`src/rtl/srec_loader.sv`:
```
// Motorola S-record (S0/S1/S9) ASCII parser that streams data bytes into a byte-wide
// program memory, verifies checksums and captures the S9 start address.
module srec_loader #(
    parameter int ADDR_W = 16,
    parameter bit LC_HEX = 1'b1
) (
    input  logic              Clock,
    input  logic              Reset_n,
    input  logic [7:0]        Rx_data,
    input  logic              Rx_valid,
    output logic [ADDR_W-1:0] Mem_addr,
    output logic [7:0]        Mem_data,
    output logic              Mem_we,
    output logic [15:0]       Start_addr,
    output logic [15:0]       Rec_count,
    output logic              Done,
    output logic              Err_cksum,
    output logic              Err_format
);

    typedef enum logic [2:0] {
        S_IDLE, S_TYPE, S_COUNT, S_ADDR, S_DATA, S_CKSUM, S_DONE
    } state_t;

    typedef enum logic [1:0] {REC_S0, REC_S1, REC_S9} rec_t;

    state_t      state;
    rec_t        rec;
    logic        have_hi;
    logic [3:0]  hi_nib;
    logic        addr_second;
    logic [7:0]  count;
    logic [7:0]  remain;
    logic [7:0]  sum;
    logic [15:0] ptr;

    logic        is_hex;
    logic [3:0]  nib;
    logic [7:0]  byte_val;
    logic [7:0]  sum_next;

    // NOTE: every variable gets a default before the if-chain so no latch is inferred.
    always_comb begin
        is_hex = 1'b1;
        nib    = 4'h0;
        if (Rx_data >= "0" && Rx_data <= "9")
            nib = Rx_data[3:0];
        else if (Rx_data >= "A" && Rx_data <= "F")
            nib = Rx_data[3:0] + 4'd9;
        else if (LC_HEX && Rx_data >= "a" && Rx_data <= "f")
            nib = Rx_data[3:0] + 4'd9;
        else
            is_hex = 1'b0;
    end

    assign byte_val = {hi_nib, nib};
    assign sum_next = sum + byte_val;

    // NOTE: sequential state uses non-blocking assignments so every register sees pre-edge values.
    always_ff @(posedge Clock or negedge Reset_n) begin
        if (!Reset_n) begin
            state       <= S_IDLE;
            rec         <= REC_S0;
            have_hi     <= 1'b0;
            hi_nib      <= 4'h0;
            addr_second <= 1'b0;
            count       <= 8'h00;
            remain      <= 8'h00;
            sum         <= 8'h00;
            ptr         <= 16'h0000;
            Mem_addr    <= '0;
            Mem_data    <= 8'h00;
            Mem_we      <= 1'b0;
            Start_addr  <= 16'h0000;
            Rec_count   <= 16'h0000;
            Done        <= 1'b0;
            Err_cksum   <= 1'b0;
            Err_format  <= 1'b0;
        end else begin
            Mem_we <= 1'b0;
            if (Rx_valid) begin
                case (state)
                    S_IDLE: if (Rx_data == "S") state <= S_TYPE;
                    S_TYPE: begin
                        have_hi <= 1'b0;
                        sum     <= 8'h00;
                        state   <= S_COUNT;
                        case (Rx_data)
                            "0":     rec <= REC_S0;
                            "1":     rec <= REC_S1;
                            "9":     rec <= REC_S9;
                            default: begin
                                Err_format <= 1'b1;
                                state      <= S_IDLE;
                            end
                        endcase
                    end
                    S_DONE: ;
                    default: begin
                        if (!is_hex) begin
                            // A stray 'S' most likely starts the next record, so resync on it.
                            Err_format <= 1'b1;
                            have_hi    <= 1'b0;
                            state      <= (Rx_data == "S") ? S_TYPE : S_IDLE;
                        end else if (!have_hi) begin
                            hi_nib  <= nib;
                            have_hi <= 1'b1;
                        end else begin
                            have_hi <= 1'b0;
                            sum     <= sum_next;
                            case (state)
                                S_COUNT: begin
                                    count       <= byte_val;
                                    addr_second <= 1'b0;
                                    if (byte_val < 8'd3 || (rec == REC_S9 && byte_val != 8'd3)) begin
                                        Err_format <= 1'b1;
                                        state      <= S_IDLE;
                                    end else begin
                                        state <= S_ADDR;
                                    end
                                end
                                S_ADDR: begin
                                    if (!addr_second) begin
                                        ptr[15:8]   <= byte_val;
                                        addr_second <= 1'b1;
                                    end else begin
                                        ptr[7:0] <= byte_val;
                                        remain   <= count - 8'd3;
                                        state    <= (count == 8'd3) ? S_CKSUM : S_DATA;
                                    end
                                end
                                S_DATA: begin
                                    if (rec == REC_S1) begin
                                        Mem_we   <= 1'b1;
                                        Mem_addr <= ptr[ADDR_W-1:0];
                                        Mem_data <= byte_val;
                                        ptr      <= ptr + 16'd1;
                                    end
                                    remain <= remain - 8'd1;
                                    if (remain == 8'd1) state <= S_CKSUM;
                                end
                                S_CKSUM: begin
                                    state <= S_IDLE;
                                    if (sum_next == 8'hFF) begin
                                        if (rec == REC_S1) Rec_count <= Rec_count + 16'd1;
                                        if (rec == REC_S9) begin
                                            Start_addr <= ptr;
                                            Done       <= 1'b1;
                                            state      <= S_DONE;
                                        end
                                    end else begin
                                        Err_cksum <= 1'b1;
                                    end
                                end
                                default: state <= S_IDLE;
                            endcase
                        end
                    end
                endcase
            end
        end
    end

endmodule

```
`config.mk`:
```
export PLATFORM = sky130hd
export DESIGN_NAME = srec_loader
export DESIGN_NICKNAME = d
export VERILOG_FILES = /design/src/rtl/srec_loader.sv
export SDC_FILE = /design/constraint.sdc
export NUM_CORES = 1
export LEC_CHECK = 0
export BUFFER_PORTS_ARGS = -buffer_cell sky130_fd_sc_hd__buf_2
export CAP_MARGIN = 20
export CORE_MARGIN = 2
export CORE_UTILIZATION = 59
export CTS_CLUSTER_SIZE = 14
export DETAILED_ROUTE_END_ITERATION = 16
export MAX_ROUTING_LAYER = met4
export PLACE_DENSITY = 0.9
export RECOVER_POWER = 25
export SLEW_MARGIN = 20
export SYNTH_ARGS = -nofsm -noshare
export SYNTH_HDL_FRONTEND = slang
export SYNTH_SLANG_ARGS = --single-unit
```
`constraint.sdc`:
```
create_clock -name Clock -period 4.3 [get_ports Clock]
set_input_delay 0.215 -clock Clock [delete_from_list [all_inputs] [get_ports Clock]]
set_output_delay 0.215 -clock Clock [all_outputs]
set_load 0.01 [all_outputs]
```
==> metrics.txt, run 1 <==
status=finished with violations; failing checks=capacitance limit, slew limit; Vias=5095; Bufs on Longest Clock Path=2; Die Y=105 um; Hold Path Class=input port to register; largest net degree at the start of global routing=64; final hold vios=0; clock-pin slew of the registers on the worst-case setup and hold paths=100 ps; Mapped Avg Cell Area=10.2 sq um; Critical Path AT=4320 ps; pre-CTS WS=-106 ps; Synth area leaders=dfrtp_1, mux2_2, o21ai_0; DRC viols=0; Setup Buffers After CTS=0; initial core utilization=61.2%; nets@finish=696; register area=2780 sq um; maximum vdd ir drop=0.000204 V; CTS tree=done; gr usage total=28.1%; antenna violations before repair=0; Yosys cell types=77; Core Region=9860 sq um; final slew viol count=64; Routed WL per cell=18.1 um; I/O Buffers=70; DRT Pass-1 Iters=6; Main synth FF type=dfrtp_1; Setup crit end kind=register; Yosys Warn Count=0; drt initial violations=373; IO Pins=71; mapped cell area=6030 sq um; Post-Syn Nets=621; period utilization=94.0%; Layout fillers=739; min cycle time layout=4040 ps; first-pass GRT wire length=24500 um; clock root buffer=clkbuf_8; antenna cells=0; fmax=247 MHz; area of the multi-input gates=3100 sq um; grt total ovfl=0; final wirelength=14600 um; Lkg Pwr=0.00343 uW; Synth top cells by count=dfrtp_1, nand2_1, o21ai_0; crit-path max FO=17; Util after Layout=69.1%; unrepaired setup endpoints after global routing=false; WP data required=4580 ps; Setup Viol. Count Final=0; post-synth top area share=46.0%; count leader, synth=dfrtp_1; FFs w/ async S/R, synth=100%; clk_lat worst skew=390 ps; num rows=36; startpoint types=input port; Num CTS Buffers=9; register area share after synthesis=46.0%; full die area=11100 sq um; Area Growth Syn to Fin=12.9%; ANT nets after route=0; worst setup path class=input port to register; CTS Sinks=111; Die W=105 um; number of max-cap violations=1; #FFs+latches synth=111; area leader, netlist=dfrtp_1; DR vias/cell=6.32; EDFF count, synth=0; Slew @ Worst Pin=3310 ps; clk_skew=11.0 ps; # H-tree levels=3; Synth Instances=594; Setup WS post-layout=257 ps; gpl congestion=1.07; share of cells above drive strength 1=24.2%; post-DP HPWL=10300 um; cell area power density=333 nW/um^2; Slew headroom=-121%; vias in the first global route=5048
[layer usage]
layer / up-vias / routed length, um / GRT usage, %
met3: 51 / 1070 / 4.37
met5: - / 0 / -
met2: 273 / 7250 / 45.8
met1: 2441 / 5940 / 35.7
met4: 0 / 342 / 10.3
li1: 2330 / - / -
[kinds of logic (layout without fill, tap and decap cells)]
| group | count (synthesis) | in the layout | share of synthesized area (%) |
|---|---|---|---|
| multiplexers | 49 | 49 | 9.64 |
| adder cells (fa/ha/maj) | 16 | 16 | 3.44 |
| flip-flops | 111 | 111 | 46.0 |
| XOR/XNOR | 26 | 26 | 3.77 |
| AO/OA/AOI/OAI | 148 | 148 | 16.2 |
| buffers and inverters | 41 | 120 | 2.84 |
| AND/OR/NAND/NOR | 203 | 203 | 18.1 |
[state kept, by name (all words and copies together) (netlist names)]
signal       flops
Done             1
Err_cksum        1
Err_format       1
Mem_addr        16
Mem_data         8
Mem_we           1
Rec_count       16
Start_addr      16
addr_second      1
count            8
have_hi          1
hi_nib           4
ptr             16
rec              2
remain           8
state            3
sum              8
[worst max-delay path, stage by stage]
cell	delay, ps
buf_2	130
inv_1	80
ha_1	290
o21bai_1	130
a21oi_2	280
buf_4	220
nor2_1	70
nor2_1	350
ha_1	320
a211o_1	330
and3_4	210
o311ai_1	490
nand4_1	300
nor4_4	330
buf_12	210
mux2_2	350
[cells in the final DEF (no fill, tap or decap), drive strengths merged, types with 19 or more instances in the layout]
| master | Yosys | layout |
|---|---|---|
| a21oi | 37 | 37 |
| buf | 9 | 82 |
| nand2 | 61 | 61 |
| o21ai | 49 | 49 |
| dfrtp | 111 | 111 |
| xor2 | 19 | 19 |
| nand3 | 19 | 19 |
| mux2 | 46 | 46 |
| nor3 | 19 | 19 |
| nor2 | 31 | 31 |
[worst paths after layout]
check,start,to,slack [ps],depth (start not counted)
setup / recovery,Rx_data[1],Start_addr[4]$_DFFE_PN0P_,260,16
max in group asynchronous,Reset_n,Mem_data[2]$_DFFE_PN0P_,850,3
setup reg to reg,sum[0]$_DFFE_PN0P_,Start_addr[4]$_DFFE_PN0P_,1010,9
min in group asynchronous,Reset_n,remain[5]$_DFFE_PN0P_,1480,2
hold / removal,Rx_data[3],rec[1]$_DFFE_PN0P_,220,3
hold reg to reg,Err_format$_DFFE_PN0P_,Err_format$_DFFE_PN0P_,480,1
[report_power, final]
| group | switching [uW] | internal (uW) |
|---|---|---|
| registers | 92.0 | 1080 |
| logic | 266 | 164 |
| clock network | 387 | 278 |
| total | 745 | 1520 |
[area by class of cell]
class | instances | share of cell area [%]
multi-input cells | 442 | 45.5
flip-flops and latches | 111 | 40.8
repair buffers | 91 | 7.53
well taps | 133 | 2.44
clock buffers | 9 | 1.82
clock inverters | 6 | 1.14
inverters | 14 | 0.771
[per-stage QoR]
| step | hold slack [ps] | TNS, ps | instances | power (uW) | instance area, sq um |
|---|---|---|---|---|---|
| 2_1_floorplan | -80.6 | 0 | 594 | 1440 | 6030 |
| 3_3_place_gp | 338 | 0 | 790 | 1570 | 6600 |
| 3_5_place_dp | 353 | -1230 | 790 | 1600 | 6600 |
| 4_1_cts | 207 | 0 | 806 | 2250 | 6810 |
| 5_1_grt | 253 | 0 | 806 | 2360 | 6810 |
| 6_report | 217 | 0 | 806 | 2270 | 6810 |
[repair_timing]
item | 4_1_cts | 5_1_grt
gates resized for setup | 0 | 2
hold endpoints to repair | 62 | 0
endpoints found under the setup margin | 0 | 33
hold buffers | 1 | 0
Note: power is estimated with default switching activity, not from simulation.
==> inputs of run 2 (changes only) <==
CORE_MARGIN = 3   (was 2)
MAX_ROUTING_LAYER = default   (was met4)
==> metrics.txt, run 2 (synthesized netlist as in run 1, its figures left out) <==
full die area=11500 sq um (was 11100 sq um); Vias=5063 (was 5095); CP cell instances=buf_2 -> inv_1 -> ha_1 -> nor4b_1 -> a311oi_2 -> or2_2 -> nand2_1 -> inv_1 -> ha_1 -> or2_1 -> and3_4 -> nor4b_1 -> nand4_1 -> nor4_4 -> buf_12 -> mux2_2 (was buf_2 -> inv_1 -> ha_1 -> o21bai_1 -> a21oi_2 -> buf_4 -> nor2_1 -> nor2_1 -> ha_1 -> a211o_1 -> and3_4 -> o311ai_1 -> nand4_1 -> nor4_4 -> buf_12 -> mux2_2); gr usage total=25.0% (was 28.1%); crit-path max FO=17 (unchanged); Hold Path Stages=3 (unchanged); Num CTS Buffers=9 (unchanged); clock-pin slew of the registers on the worst-case setup and hold paths=100 ps (about the same); period utilization=91.9% (was 94.0%); CP max-delay cell=nor4b_1 (was o311ai_1); largest net degree at the start of global routing=81 (was 64); IO Pins=71 (unchanged); Slew @ Worst Pin=1470 ps (was 3310 ps); Hold Slack=244 ps (was 217 ps); Die Y=107 um (was 105 um); Lkg Pwr=0.00347 uW (was 0.00343 uW); initial core utilization=61.2% (unchanged); leading cell types in the layout, fill and taps excluded=dfrtp_1, buf_2, nand2_1, o21ai_0, mux2_2 (unchanged); maximum vdd ir drop=0.000190 V (was 0.000204 V); # H-tree levels=3 (unchanged); Core Region=9860 sq um (unchanged); CP peak stage delay=460 ps (was 490 ps); grt total ovfl=0 (unchanged); clk_lat worst skew=370 ps (was 390 ps); post-DP HPWL=10300 um (about the same); first-pass GRT wire length=23200 um (was 24500 um); cell area power density=327 nW/um^2 (was 333 nW/um^2); Area Growth Syn to Fin=13.0% (was 12.9%); Setup Viol. Count Final=0 (unchanged); status=complete, no violations (was finished with violations); R2R Setup Slk=1130 ps (was 1010 ps); number of max-cap violations=0 (was 1); Setup TNS Final=0 ps (unchanged); Routed WL per cell=17.7 um (was 18.1 um); hold worst-path end=rec[1]$_DFFE_PN0P_ (unchanged); worst setup path class=input port to register (unchanged); Die W=107 um (was 105 um); final slew viol count=0 (was 64); Slew headroom=2.27% (was -121%); most common cell after layout, fill and taps aside=dfrtp_1 (unchanged); clk_skew=12.3 ps (was 11.0 ps); fmax=253 MHz (was 247 MHz); gpl congestion=0.890 (was 1.07); Setup Buffers After CTS=0 (unchanged); Setup crit end kind=register (unchanged); WP data required=4550 ps (was 4580 ps); reg2reg end=Start_addr[4]$_DFFE_PN0P_ (unchanged); num rows=36 (unchanged); Critical Path AT=4200 ps (was 4320 ps); Final Power=2230 uW (was 2270 uW); final wirelength=14400 um (was 14600 um); startpoint types=input port (unchanged); CTS tree=done (unchanged); I/O Buffers=70 (unchanged); hold path start=Rx_data[3] (unchanged); unrepaired setup endpoints after global routing=false (unchanged); drt initial violations=381 (was 373); worst reg2reg path depth=9 (unchanged); DRC viols=0 (unchanged); Bufs on Longest Clock Path=2 (unchanged); Non-Filler Instances=809 (was 806); CTS Sinks=111 (unchanged); DRT Pass-1 Iters=6 (unchanged); antenna violations before repair=0 (unchanged); min cycle time layout=3950 ps (was 4040 ps); Hold Path Class=input port to register (unchanged); final hold vios=0 (unchanged); DR vias/cell=6.26 (was 6.32); nets@finish=698 (was 696); placed insts=791 (was 790); ANT nets after route=0 (unchanged); antenna cells=0 (unchanged); clock root buffer=clkbuf_8 (unchanged); vias in the first global route=4826 (was 5048); r2r startpoint=sum[0]$_DFFE_PN0P_ (unchanged); share of cells above drive strength 1=25.1% (was 24.2%)
-- run 2: cell types whose count changed in the layout (fill, tap and decap cells not counted) --
cell,before,now
nor4b_1,1,3
inv_8,2,1
clkbuf_2,0,1
buf_2,62,69
clkbuf_1,8,2
inv_6,1,2
nor4b_2,2,0
buf_4,19,20
-- run 2: worst max-delay path by stage --
stage	start	to	slack (ps)	cells past startpoint
floorplan	Rx_data[7]	Start_addr[10]$_DFFE_PN0P_	60	12
global placement	Rx_data[1]	Start_addr[14]$_DFFE_PN0P_	190	16
detailed placement	Rx_data[1]	Start_addr[2]$_DFFE_PN0P_	8	16
CTS	Rx_data[1]	Start_addr[4]$_DFFE_PN0P_	380	16
global route	Rx_data[1]	Start_addr[3]$_DFFE_PN0P_	40	16
finish	Rx_data[1]	Start_addr[4]$_DFFE_PN0P_	350	16
-- run 2: power breakdown --
group / switching (uW) / internal [uW]
registers: 94.4 / 1080
clock network: 362 / 279
logic: 250 / 164
total: 706 / 1520
-- run 2: layout make-up --
class                   instances  area [sq um]
multi-input cells             442          3090
repair buffers                 93           534
well taps                     133           166
flip-flops and latches        111          2780
clock inverters                 6          75.1
inverters                      14          52.6
fillers                       715          3040
clock buffers                  10           128
-- run 2: critical path: cells and delay by family --
kind	cells	cell delay [ps]
compound gates	1	120
fa+ha+maj	2	590
buf+inv	4	490
simple gates	8	2440
mux	1	350
-- run 2: metrics by stage --
step / setup slack, ps / utilization [%] / cell area [sq um]
2_1_floorplan: 57.3 / - / 6030
3_3_place_gp: 189 / 67.0 / 6610
3_5_place_dp: 7.70 / 67.0 / 6610
4_1_cts: 376 / 69.0 / 6810
5_1_grt: 35.9 / 69.2 / 6820
6_report: 350 / 69.2 / 6820
-- run 2: timing repair --
item,4_1_cts,5_1_grt
hold buffers,0,1
endpoints found under the hold margin,0,19
resized for setup,0,0
-- run 2: layer usage --
metal / up-vias / track usage (%) / routed length, um
li1: 2337 / - / -
met1: 2440 / 32.0 / 5810
met2: 227 / 42.2 / 7210
met3: 59 / 4.82 / 896
met4: 0 / 9.41 / 444
met5: - / 0 / 0
==> inputs of run 3 (changes only) <==
ABC_AREA = 1   (was default)
==> metrics.txt, run 3 <==
Layout fillers=766 (was 715); Setup crit end kind=register (unchanged); Synth area leaders=dfrtp_1, nand2_1, o21ai_0 (was dfrtp_1, mux2_2, o21ai_0); Routed WL per cell=14.3 um (was 17.7 um); startpoint types=input port (unchanged); DR vias/cell=5.52 (was 6.26); worst setup path class=input port to register (unchanged); IO Pins=71 (unchanged); Lkg Pwr=0.00345 uW (was 0.00347 uW); crit-path max FO=33 (was 17); FFs w/ async S/R, synth=100% (unchanged); clock root buffer=clkbuf_8 (unchanged); Mapped Avg Cell Area=8.08 sq um (was 10.2 sq um); first-pass GRT wire length=23000 um (was 23200 um); gr usage total=24.5% (was 25.0%); number of max-cap violations=1 (was 0); largest net degree at the start of global routing=78 (was 81); Yosys cell types=45 (was 77); failing checks=capacitance limit, slew limit; post-DP HPWL=9770 um (was 10300 um); cell area power density=317 nW/um^2 (was 327 nW/um^2); Setup TNS Final=0 ps (unchanged); Core Region=9860 sq um (unchanged); final hold vios=0 (unchanged); Hold Path Class=input port to register (unchanged); drt initial violations=544 (was 381); Area Growth Syn to Fin=10.3% (was 13.0%); full die area=11500 sq um (about the same); Final Power=2110 uW (was 2230 uW); antenna cells=0 (unchanged); Hold Slack=191 ps (was 244 ps); CTS tree=done (unchanged); register area=2780 sq um (unchanged); status=finished with violations (was complete, no violations); register area share after synthesis=45.9% (was 46.0%); Slew @ Worst Pin=1880 ps (was 1470 ps); mapped cell area=6050 sq um (was 6030 sq um); vias in the first global route=4966 (was 4826); period utilization=76.4% (was 91.9%); Critical Path AT=3550 ps (was 4200 ps); post-synth top area share=45.9% (was 46.0%); Yosys Warn Count=0 (unchanged); count leader, synth=nand2_1 (was dfrtp_1); final slew viol count=78 (was 0); Vias=5256 (was 5063); clock-pin slew of the registers on the worst-case setup and hold paths=110 ps (was 100 ps); final wirelength=13600 um (was 14400 um); DRC viols=0 (unchanged); Post-CTS Resized=0 (unchanged); area of the multi-input gates=2810 sq um (was 3090 sq um); gpl congestion=0.947 (was 0.890); grt total ovfl=0 (unchanged); initial core utilization=61.3% (was 61.2%); area leader, netlist=dfrtp_1 (unchanged); WP data required=4570 ps (was 4550 ps); #FFs+latches synth=111 (unchanged); Util after Layout=67.6% (was 69.2%); Bufs on Longest Clock Path=2 (unchanged); Setup Viol. Count Final=0 (unchanged); Die Y=107 um (about the same); Synth top cells by count=nand2_1, dfrtp_1, inv_1 (was dfrtp_1, nand2_1, o21ai_0); I/O Buffers=70 (unchanged); fmax=304 MHz (was 253 MHz); ANT nets after route=0 (unchanged); Die W=107 um (about the same); EDFF count, synth=0 (unchanged); maximum vdd ir drop=0.000179 V (was 0.000190 V); Main synth FF type=dfrtp_1 (unchanged); leading cell types in the layout, fill and taps excluded=nand2_1, dfrtp_1, inv_1, o21ai_0, buf_2 (was dfrtp_1, buf_2, nand2_1, o21ai_0, mux2_2); num rows=36 (unchanged); Post-Syn Nets=776 (was 621); DRT Pass-1 Iters=7 (was 6); unrepaired setup endpoints after global routing=false (unchanged); Num CTS Buffers=9 (unchanged); Slew headroom=-25.2% (was 2.27%); Synth Instances=749 (was 594); CTS Sinks=111 (unchanged); share of cells above drive strength 1=15.6% (was 25.1%); most common cell after layout, fill and taps aside=nand2_1 (was dfrtp_1); # H-tree levels=3 (unchanged); min cycle time layout=3280 ps (was 3950 ps); Setup Buffers After CTS=0 (unchanged); Hold-fix buffers, CTS=0 (unchanged); antenna violations before repair=0 (unchanged); nets@finish=841 (was 698); clk_lat worst skew=380 ps (was 370 ps); clk_skew=11.5 ps (was 12.3 ps)
run 3: cell count changes after synthesis, sizes merged, moves of 19 or more:
cell   delta
nor2     +30
nand3    +24
a21oi    -19
nand2   +123
o21ai    +64
inv      +83
mux2     -45
run 3: power breakdown:
| part | switching, uW | total, uW | leakage, uW | internal [uW] |
|---|---|---|---|---|
| combinational | 263 | 374 | 0.00194 | 111 |
| clock | 383 | 609 | 0.0000991 | 225 |
| sequential | 42.4 | 1130 | 0.00141 | 1090 |
run 3: worst paths after layout:
check / cells after the start / slack [ps] / from / endpoint
worst max-delay path: 24 / 1020 / Rx_data[1] / Start_addr[2]$_DFFE_PN0P_
worst min-delay path: 3 / 190 / Rx_valid / addr_second$_DFFE_PN0P_
worst max register to register: 11 / 1340 / state[1]$_DFFE_PN0P_ / ptr[11]$_DFFE_PN0P_
worst min register to register: 2 / 480 / Done$_DFFE_PN0P_ / Done$_DFFE_PN0P_
max in group asynchronous: 2 / 2670 / Reset_n / Start_addr[1]$_DFFE_PN0P_
min in group asynchronous: 1 / 330 / Reset_n / Rec_count[10]$_DFFE_PN0P_
run 3: logic make-up (layout without fill, tap and decap cells):
group	count (synthesis)	after routing	synth area share [%]
xor+xnor	31	31	4.49
simple gates	325	325	24.3
buf+inv	115	185	7.61
flops	111	111	45.9
compound gates	150	150	14.0
fa+ha+maj	16	16	3.43
mux	1	1	0.186
run 3: cell type report:
type                    count  area share [%]
clock buffers               9            1.86
inverters                  97            5.46
multi-input cells         523            42.1
flip-flops and latches    111            41.6
repair buffers             72            5.48
clock inverters             7           0.975
well taps                 133            2.49
run 3: metal layers:
metal	global-route usage, %	vias up	routed length, um
li1	-	2579	-
met3	2.88	32	821
met5	0	-	0
met4	9.32	0	302
met1	33.8	2443	6030
met2	40.0	202	6430
run 3: critical path, stage by stage:
cell,delay (ps)
buf_2,120
inv_1,70
ha_1,150
inv_1,50
nor2_1,150
nor2_1,60
nand2_1,110
nand3_2,110
nand2_4,120
nand3_1,190
inv_1,200
ha_1,320
nand3_1,110
nand3_2,100
nand2_1,70
nand2_1,50
a21oi_1,150
xor2_1,110
nor2_1,100
nand2_1,160
nor2_8,220
nand3_4,340
nand2_1,210
o21ai_2,70
run 3: metrics by stage:
stage	std cells	setup slack, ps	cell area [sq um]
2_1_floorplan	749	1440	6050
3_3_place_gp	936	830	6490
3_5_place_dp	936	676	6490
4_1_cts	952	1050	6680
5_1_grt	952	585	6670
6_report	952	1020	6670
